**config.mk**
```make
export PLATFORM = sky130hd
export DESIGN_NAME = adder_pipe_nbit
export DESIGN_NICKNAME = d
export VERILOG_FILES = /design/src/rtl/adder_pipe_pkg.sv /design/src/rtl/adder_chunk_stage.sv /design/src/rtl/adder_pipe_nbit.sv
export SDC_FILE = /design/constraint.sdc
export NUM_CORES = 1
export LEC_CHECK = 0
export ABC_AREA = 1
export CORE_MARGIN = 5
export CORE_UTILIZATION = 26
export CTS_CLUSTER_DIAMETER = 50
export DETAILED_ROUTE_END_ITERATION = 8
export PLACE_DENSITY = 0.54
export SLEW_MARGIN = 20
export SYNTH_ARGS = -nofsm -noshare
export SYNTH_HDL_FRONTEND = slang
export SYNTH_SLANG_ARGS = --single-unit
```
**constraint.sdc**
```tcl
create_clock -name clk -period 4.7 [get_ports clk]
set_clock_uncertainty 0.15 [all_clocks]
set_input_delay 0.94 -clock clk [delete_from_list [all_inputs] [get_ports clk]]
set_output_delay 0.94 -clock clk [all_outputs]
set_load 0.05 [all_outputs]
```
**src/rtl/adder_pipe_pkg.sv**
```systemverilog
// Shared helpers for the chunked pipelined adder: default geometry, stage count and
// chunk bit offsets, plus an elaboration-time configuration check.
package adder_pipe_pkg;

    localparam int DEF_WIDTH = 16;
    localparam int DEF_CHUNK = 4;

    function automatic int calc_stages(input int width, input int chunk);
        return width / chunk;
    endfunction

    // LSB position of chunk idx within an operand
    function automatic int chunk_lo(input int idx, input int chunk);
        return idx * chunk;
    endfunction

endpackage

`define ADDER_PIPE_CHECK_CFG(W, C) \
    if ((C) < 1 || (C) > (W) || ((W) % (C)) != 0) begin : g_bad_cfg \
        $error("adder_pipe: WIDTH must be a positive multiple of CHUNK"); \
    end

```
**src/rtl/adder_chunk_stage.sv**
```systemverilog
// One slice of the skewed adder pipeline: resolves chunk IDX, registers its carry,
// and forwards the operand and partial-sum vectors to the next slice.
module adder_chunk_stage
    import adder_pipe_pkg::*;
#(
    parameter int WIDTH = DEF_WIDTH,
    parameter int CHUNK = DEF_CHUNK,
    parameter int IDX   = 0
) (
    input  logic             clk,
    input  logic             rst_n,
    input  logic             i_adv,
    input  logic             i_valid,
    input  logic [WIDTH-1:0] i_a,
    input  logic [WIDTH-1:0] i_b,
    input  logic [WIDTH-1:0] i_s,
    input  logic             i_c,
    output logic             o_valid,
    output logic [WIDTH-1:0] o_a,
    output logic [WIDTH-1:0] o_b,
    output logic [WIDTH-1:0] o_s,
    output logic             o_c,
    output logic             o_ovf
);

    localparam int LO = chunk_lo(IDX, CHUNK);
    localparam int HI = LO + CHUNK - 1;

    logic [CHUNK:0]   w_sum;
    logic [WIDTH-1:0] w_s;
    logic             w_c_msb;

    logic             r_valid;
    logic [WIDTH-1:0] r_a;
    logic [WIDTH-1:0] r_b;
    logic [WIDTH-1:0] r_s;
    logic             r_c;
    logic             r_ovf;

    always_comb begin
        w_sum     = {1'b0, i_a[HI:LO]} + {1'b0, i_b[HI:LO]} + {{CHUNK{1'b0}}, i_c};
        w_s       = i_s;
        w_s[HI:LO] = w_sum[CHUNK-1:0];
        // carry into the chunk's top bit, recovered from that bit's sum
        w_c_msb   = i_a[HI] ^ i_b[HI] ^ w_sum[CHUNK-1];
    end

    always_ff @(posedge clk or negedge rst_n) begin
        if (!rst_n) begin
            r_valid <= 1'b0;
        end else if (i_adv) begin
            r_valid <= i_valid;
        end
    end

    // ---- stage register boundary ----
    always_ff @(posedge clk) begin
        if (i_adv) begin
            r_a   <= i_a;
            r_b   <= i_b;
            r_s   <= w_s;
            r_c   <= w_sum[CHUNK];
            r_ovf <= w_c_msb ^ w_sum[CHUNK];
        end
    end

    assign o_valid = r_valid;
    assign o_a     = r_a;
    assign o_b     = r_b;
    assign o_s     = r_s;
    assign o_c     = r_c;
    assign o_ovf   = r_ovf;

endmodule

```
**src/rtl/adder_pipe_nbit.sv**
```systemverilog
// Pipelined WIDTH-bit adder/subtractor with valid/ready on both sides; one CHUNK-bit
// slice resolved per stage, single global advance enable, gated outputs.
module adder_pipe_nbit
    import adder_pipe_pkg::*;
#(
    parameter int WIDTH = DEF_WIDTH,
    parameter int CHUNK = DEF_CHUNK
) (
    input  logic             clk,
    input  logic             rst_n,
    input  logic             in_valid,
    output logic             in_ready,
    input  logic [WIDTH-1:0] a,
    input  logic [WIDTH-1:0] b,
    input  logic             cin,
    input  logic             sub,
    output logic             out_valid,
    input  logic             out_ready,
    output logic [WIDTH-1:0] s,
    output logic             cout,
    output logic             ovf
);

    localparam int STAGES = calc_stages(WIDTH, CHUNK);

    `ADDER_PIPE_CHECK_CFG(WIDTH, CHUNK)

    logic [STAGES:0][WIDTH-1:0] w_a;
    logic [STAGES:0][WIDTH-1:0] w_b;
    logic [STAGES:0][WIDTH-1:0] w_s;
    logic [STAGES:0]            w_c;
    logic [STAGES:0]            w_v;
    logic [STAGES-1:0]          w_ovf;
    logic                       w_adv;
    logic                       w_unused;

    // whole pipe moves together; a stalled head freezes every stage
    assign w_adv    = !w_v[STAGES] || out_ready;
    assign in_ready = w_adv;

    assign w_v[0] = in_valid && w_adv;
    assign w_a[0] = a;
    assign w_b[0] = sub ? ~b : b;
    assign w_c[0] = cin ^ sub;
    assign w_s[0] = '0;

    for (genvar k = 0; k < STAGES; k++) begin : g_stage
        adder_chunk_stage #(
            .WIDTH (WIDTH),
            .CHUNK (CHUNK),
            .IDX   (k)
        ) u_stage (
            .clk     (clk),
            .rst_n   (rst_n),
            .i_adv   (w_adv),
            .i_valid (w_v[k]),
            .i_a     (w_a[k]),
            .i_b     (w_b[k]),
            .i_s     (w_s[k]),
            .i_c     (w_c[k]),
            .o_valid (w_v[k+1]),
            .o_a     (w_a[k+1]),
            .o_b     (w_b[k+1]),
            .o_s     (w_s[k+1]),
            .o_c     (w_c[k+1]),
            .o_ovf   (w_ovf[k])
        );
    end

    assign out_valid = w_v[STAGES];
    assign s         = out_valid ? w_s[STAGES] : '0;
    assign cout      = out_valid && w_c[STAGES];
    assign ovf       = out_valid && w_ovf[STAGES-1];

    assign w_unused = ^{w_a[STAGES], w_b[STAGES], w_ovf};

endmodule
```
=== Yosys cells after proc, flatten, opt, wreduce, memory -nomap -nowiden ===
Cells that the tools add are included.

* Register bits after elaboration: 145
* Input port bits: 38
* Word-level logic and storage cells: 39

* $add $sub $neg: 8
* Mux-type cells: 2
* Bitwise operators: 5
* Reductions and logical operators: 5

{| class="wikitable"
|+ Operator list
! cell !! count
|-
| 16-bit two-way mux || 2
|-
| 4-bit by 4-bit adder with 5-bit output || 4
|-
| 5-bit by 1-bit adder with 5-bit output || 4
|-
| 16-bit NOT || 1
|-
| 1-bit XOR || 4
|-
| 1-bit logical AND || 3
|-
| 1-bit logical NOT || 1
|-
| 1-bit logical OR || 1
|}

=== Logic depth before layout (Yosys ltp) ===
* Word-level depth: 4
* Mapped depth: 9

=== By module ===
From an unflattened synthesis, not the netlist that was laid out.

* Cells, all modules: 459
* Area, all modules: 7,439.6 µm²

{| class="wikitable"
|+ By module, submodules not included
! module !! instances !! cells each !! area each (µm²) !! seq. area each (µm²)
|-
| adder_chunk_stage || 4 || 86 || 1,741.7 || 1,526.5
|-
| adder_pipe_nbit || 1 || 115 || 473.0 || 0.0
|}

=== Worst setup path after synthesis ===
OpenSTA, ideal clock, no wires.

* Kind: input-to-output
* Start: input port out_ready
* End: output port in_ready
* Arrival: 3.354 ns
* Required time: 3.610 ns
* Path slack: 0.256 ns
* Cell stages on the path: 2
* Buffers on the path: 0
* Cells stage by stage: inv_1 nand2_1

* Cells in the longest elaborated chain, start to end: 1

{| class="wikitable"
|+ RTL lines
! element !! line !! text
|-
| start, declared || adder_pipe_nbit.sv:18 || <nowiki>input logic out_ready,</nowiki>
|-
| 1-bit logical OR || adder_pipe_nbit.sv:38 || <nowiki>assign w_adv = !w_v[STAGES] || out_ready;</nowiki>
|-
| end, declared || adder_pipe_nbit.sv:12 || <nowiki>output logic in_ready,</nowiki>
|}

Every way passes these cells.

=== Worst setup path in the final report ===
Ends and elaborated chain as after synthesis.

==> results.cfg <==
[clocking]
cts_max_path_buffers = 2
postCtsHoldBufs = 0
cts_resized = 0
tritoncts = yes
clock_sinks = 97
cts_max_level = 3
clk_pin_slew_worst_paths_ps = 70
cts_buffers = 9
ctsRootBufferMaster = clkbuf_16
post_cts_buffers = 0
insertion_delay_ps = 340

[critical_path]
rrSetupSlack_ps = 2120
worstSetupStartpointType = input port
reg2reg_from = g_stage[3].u_stage.o_valid
crit_path_end_kind = primary output
crit_top_cell = clkdlybuf4s50_1
critPathKind = in -> out
crit_fanout = 3
arrival_ps = 2430
critPathRequiredTime_ps = 3610
slowest_stage = clkdlybuf4s50_1
cp_cell_sequence = clkdlybuf4s50_1 -> inv_1 -> nand2_4 -> clkdlybuf4s50_1
r2r_cells = 3
max_stage_delay_ps = 830
r2r_end = g_stage[0].u_stage.o_b[5]

[yosys]
syn_area_sq_mm = 0.00390
syn-instance-count = 258
synthTopCellsByArea = edfxtp_1 (72%), nand2_1 (5.2%), fa_1 (4.1%), ha_1 (3.8%), xor2_1 (3.8%)
synth-seq-cells = 97
yosys_warnings = 0
netlist.area_leader.share = 0.716
yosysSeqAreaShare = 0.742
synth_top_cell_by_area = edfxtp_1
syn_nets = 316
avgSynthCellArea_sq_um = 15.1
synth_cell_types = 20

[timing]
fin_crit_sh = 0.748
period_needed_ps = 3520
tns_ps = 0
rsz0062_at_grt = no
final_max_slew_viol_count = 0
slew_headroom = 0.497
fmax_ghz = 0.284
hold_violations = 0
setup_viol = 0
timing.hold.ws_ps = 262
worstMarginPinSlew_ps = 755

[drt]
dr.pass1.iters = 4
drc = 0
avgViaCountPerCell = 3.82
drt_iter0_markers = 73
wl_per_cell_um = 11.2
drtAntennaViolNets = 0
num_vias = 1962
wl_um = 5740

[finish]
num_antenna_cells = 0
area_delta_synth_final_pct = 28.8
drive_above_1_share = 0.0636
nets = 383
multiInputGateArea_sq_um = 840
regArea_sq_mm = 0.00289
nFillCells = 1438

[hold_path]
hp-class = reg -> reg
min_to = g_stage[2].u_stage.o_b[13]
min_from = g_stage[1].u_stage.o_b[13]
hold_path_depth = 0

[floorplan]
fp.dieH_um = 132
start_util = 0.266
core-area_sq_mm = 0.0146
num_rows = 44
die_w_um = 132
ios = 58
die-area_sq_mm = 0.0176

[global_route]
track_usage = 0.0714
grt_pass1_wl_um = 9740
antenna_found_initial = 0
grt_pass1_vias = 2021
grt_remaining_overflow = 0
grt_max_degree = 55

[power]
vdd_drop_max_uv = 243
power_density_mw_per_mm2 = 671
leakagePower_nw = 2.06

[run]
drv_cap = 0

[placed_design]
gp_congestion = 0.697
dpl.hpwl_um = 4080
io_buffers = 57

[run_status]
status = finished, final reports clean
-- how the worst max path moves through the flow --
stage,start,end,slack (ps),cells past startpoint
floorplan,out_ready,in_ready,260,2
global placement,out_ready,in_ready,1190,4
detailed placement,out_ready,in_ready,1180,4
CTS,out_ready,in_ready,1170,4
global route,out_ready,in_ready,1130,4
finish,out_ready,in_ready,1180,4
-- cell type report --
cell class | instances | area share
flip-flops and latches | 97 | 0.576
multi-input cells | 121 | 0.167
repair buffers | 60 | 0.118
well taps | 184 | 0.0458
clock buffers | 9 | 0.0448
inverters | 36 | 0.0269
clock inverters | 7 | 0.0214
-- flip-flops by register name, summed over array words and instances (netlist names) --
register,flops
g_stage.u_stage.o_valid,4
g_stage.u_stage.o_c,4
g_stage.u_stage.o_a,24
g_stage.u_stage.o_s,40
g_stage.u_stage.o_b,24
g_stage.u_stage.o_ovf,1
-- synthesized netlist by cell type --
master / n
nand3_1: 7
nor2_1: 4
or2_2: 1
a21oi_1: 6
ha_1: 12
buf_2: 2
nand2_1: 54
o21ai_0: 3
nand3b_1: 1
or2_0: 1
buf_6: 1
fa_1: 8
xnor2_1: 4
edfxtp_1: 93
buf_12: 1
inv_1: 36
or2_1: 2
o21bai_1: 1
dfrtp_1: 4
xor2_1: 17
-- per-stage QoR --
stage	power, W	instances	cell area (sq um)	setup slack (ps)	utilization
after floorplan	0.00227	258	3900	256	-
after global placement	0.00258	498	4690	1190	0.320
after detailed placement	0.00262	498	4690	1180	0.320
after CTS	0.00342	514	5020	1170	0.343
after global routing	0.00359	514	5020	1130	0.343
final	0.00337	514	5020	1180	0.343
-- layer usage --
metal,track usage,routed length [um],part of all wire
met2,0.115,2790,0.49
met4,0.0312,108,0.019
met1,0.0836,2540,0.44
met5,0,0,0
met3,0.0296,308,0.054
-- logic make-up after synthesis --
group                    Yosys count  synth area share
AO/OA/AOI/OAI                     10            0.0135
AND/OR/NAND/NOR                   70            0.0731
flip-flops                        97             0.742
adder cells (fa/ha/maj)           20            0.0795
buffers and inverters             40            0.0452
XOR/XNOR                          21            0.0471
-- layout by cell type, fill, tap and decap left out, drive strengths merged --
master	instances
edfxtp	93
xor2	17
ha	12
nand2	54
nor2	4
inv	40
nand3	7
clkdlybuf4s50	57
bufinv	2
dfrtp	4
a21oi	6
o21bai	1
xnor2	4
clkinvlp	1
o21ai	3
clkbuf	9
buf	3
fa	8
nand3b	1
or2	4
-- power by group --
part           leakage [nW]  switching (W)  total (W)  internal (W)
sequential            0.996       0.000121    0.00152       0.00140
combinational         0.900       0.000683    0.00105      0.000363
clock                 0.160       0.000323   0.000800      0.000477
total                  2.06        0.00113    0.00337       0.00224
-- critical path, delay by kind of cell --
family | cells | cell delay (ps)
buffers and inverters | 3 | 1380
AND/OR/NAND/NOR | 1 | 100
No activity file was read; power rests on OpenSTA's default activity.
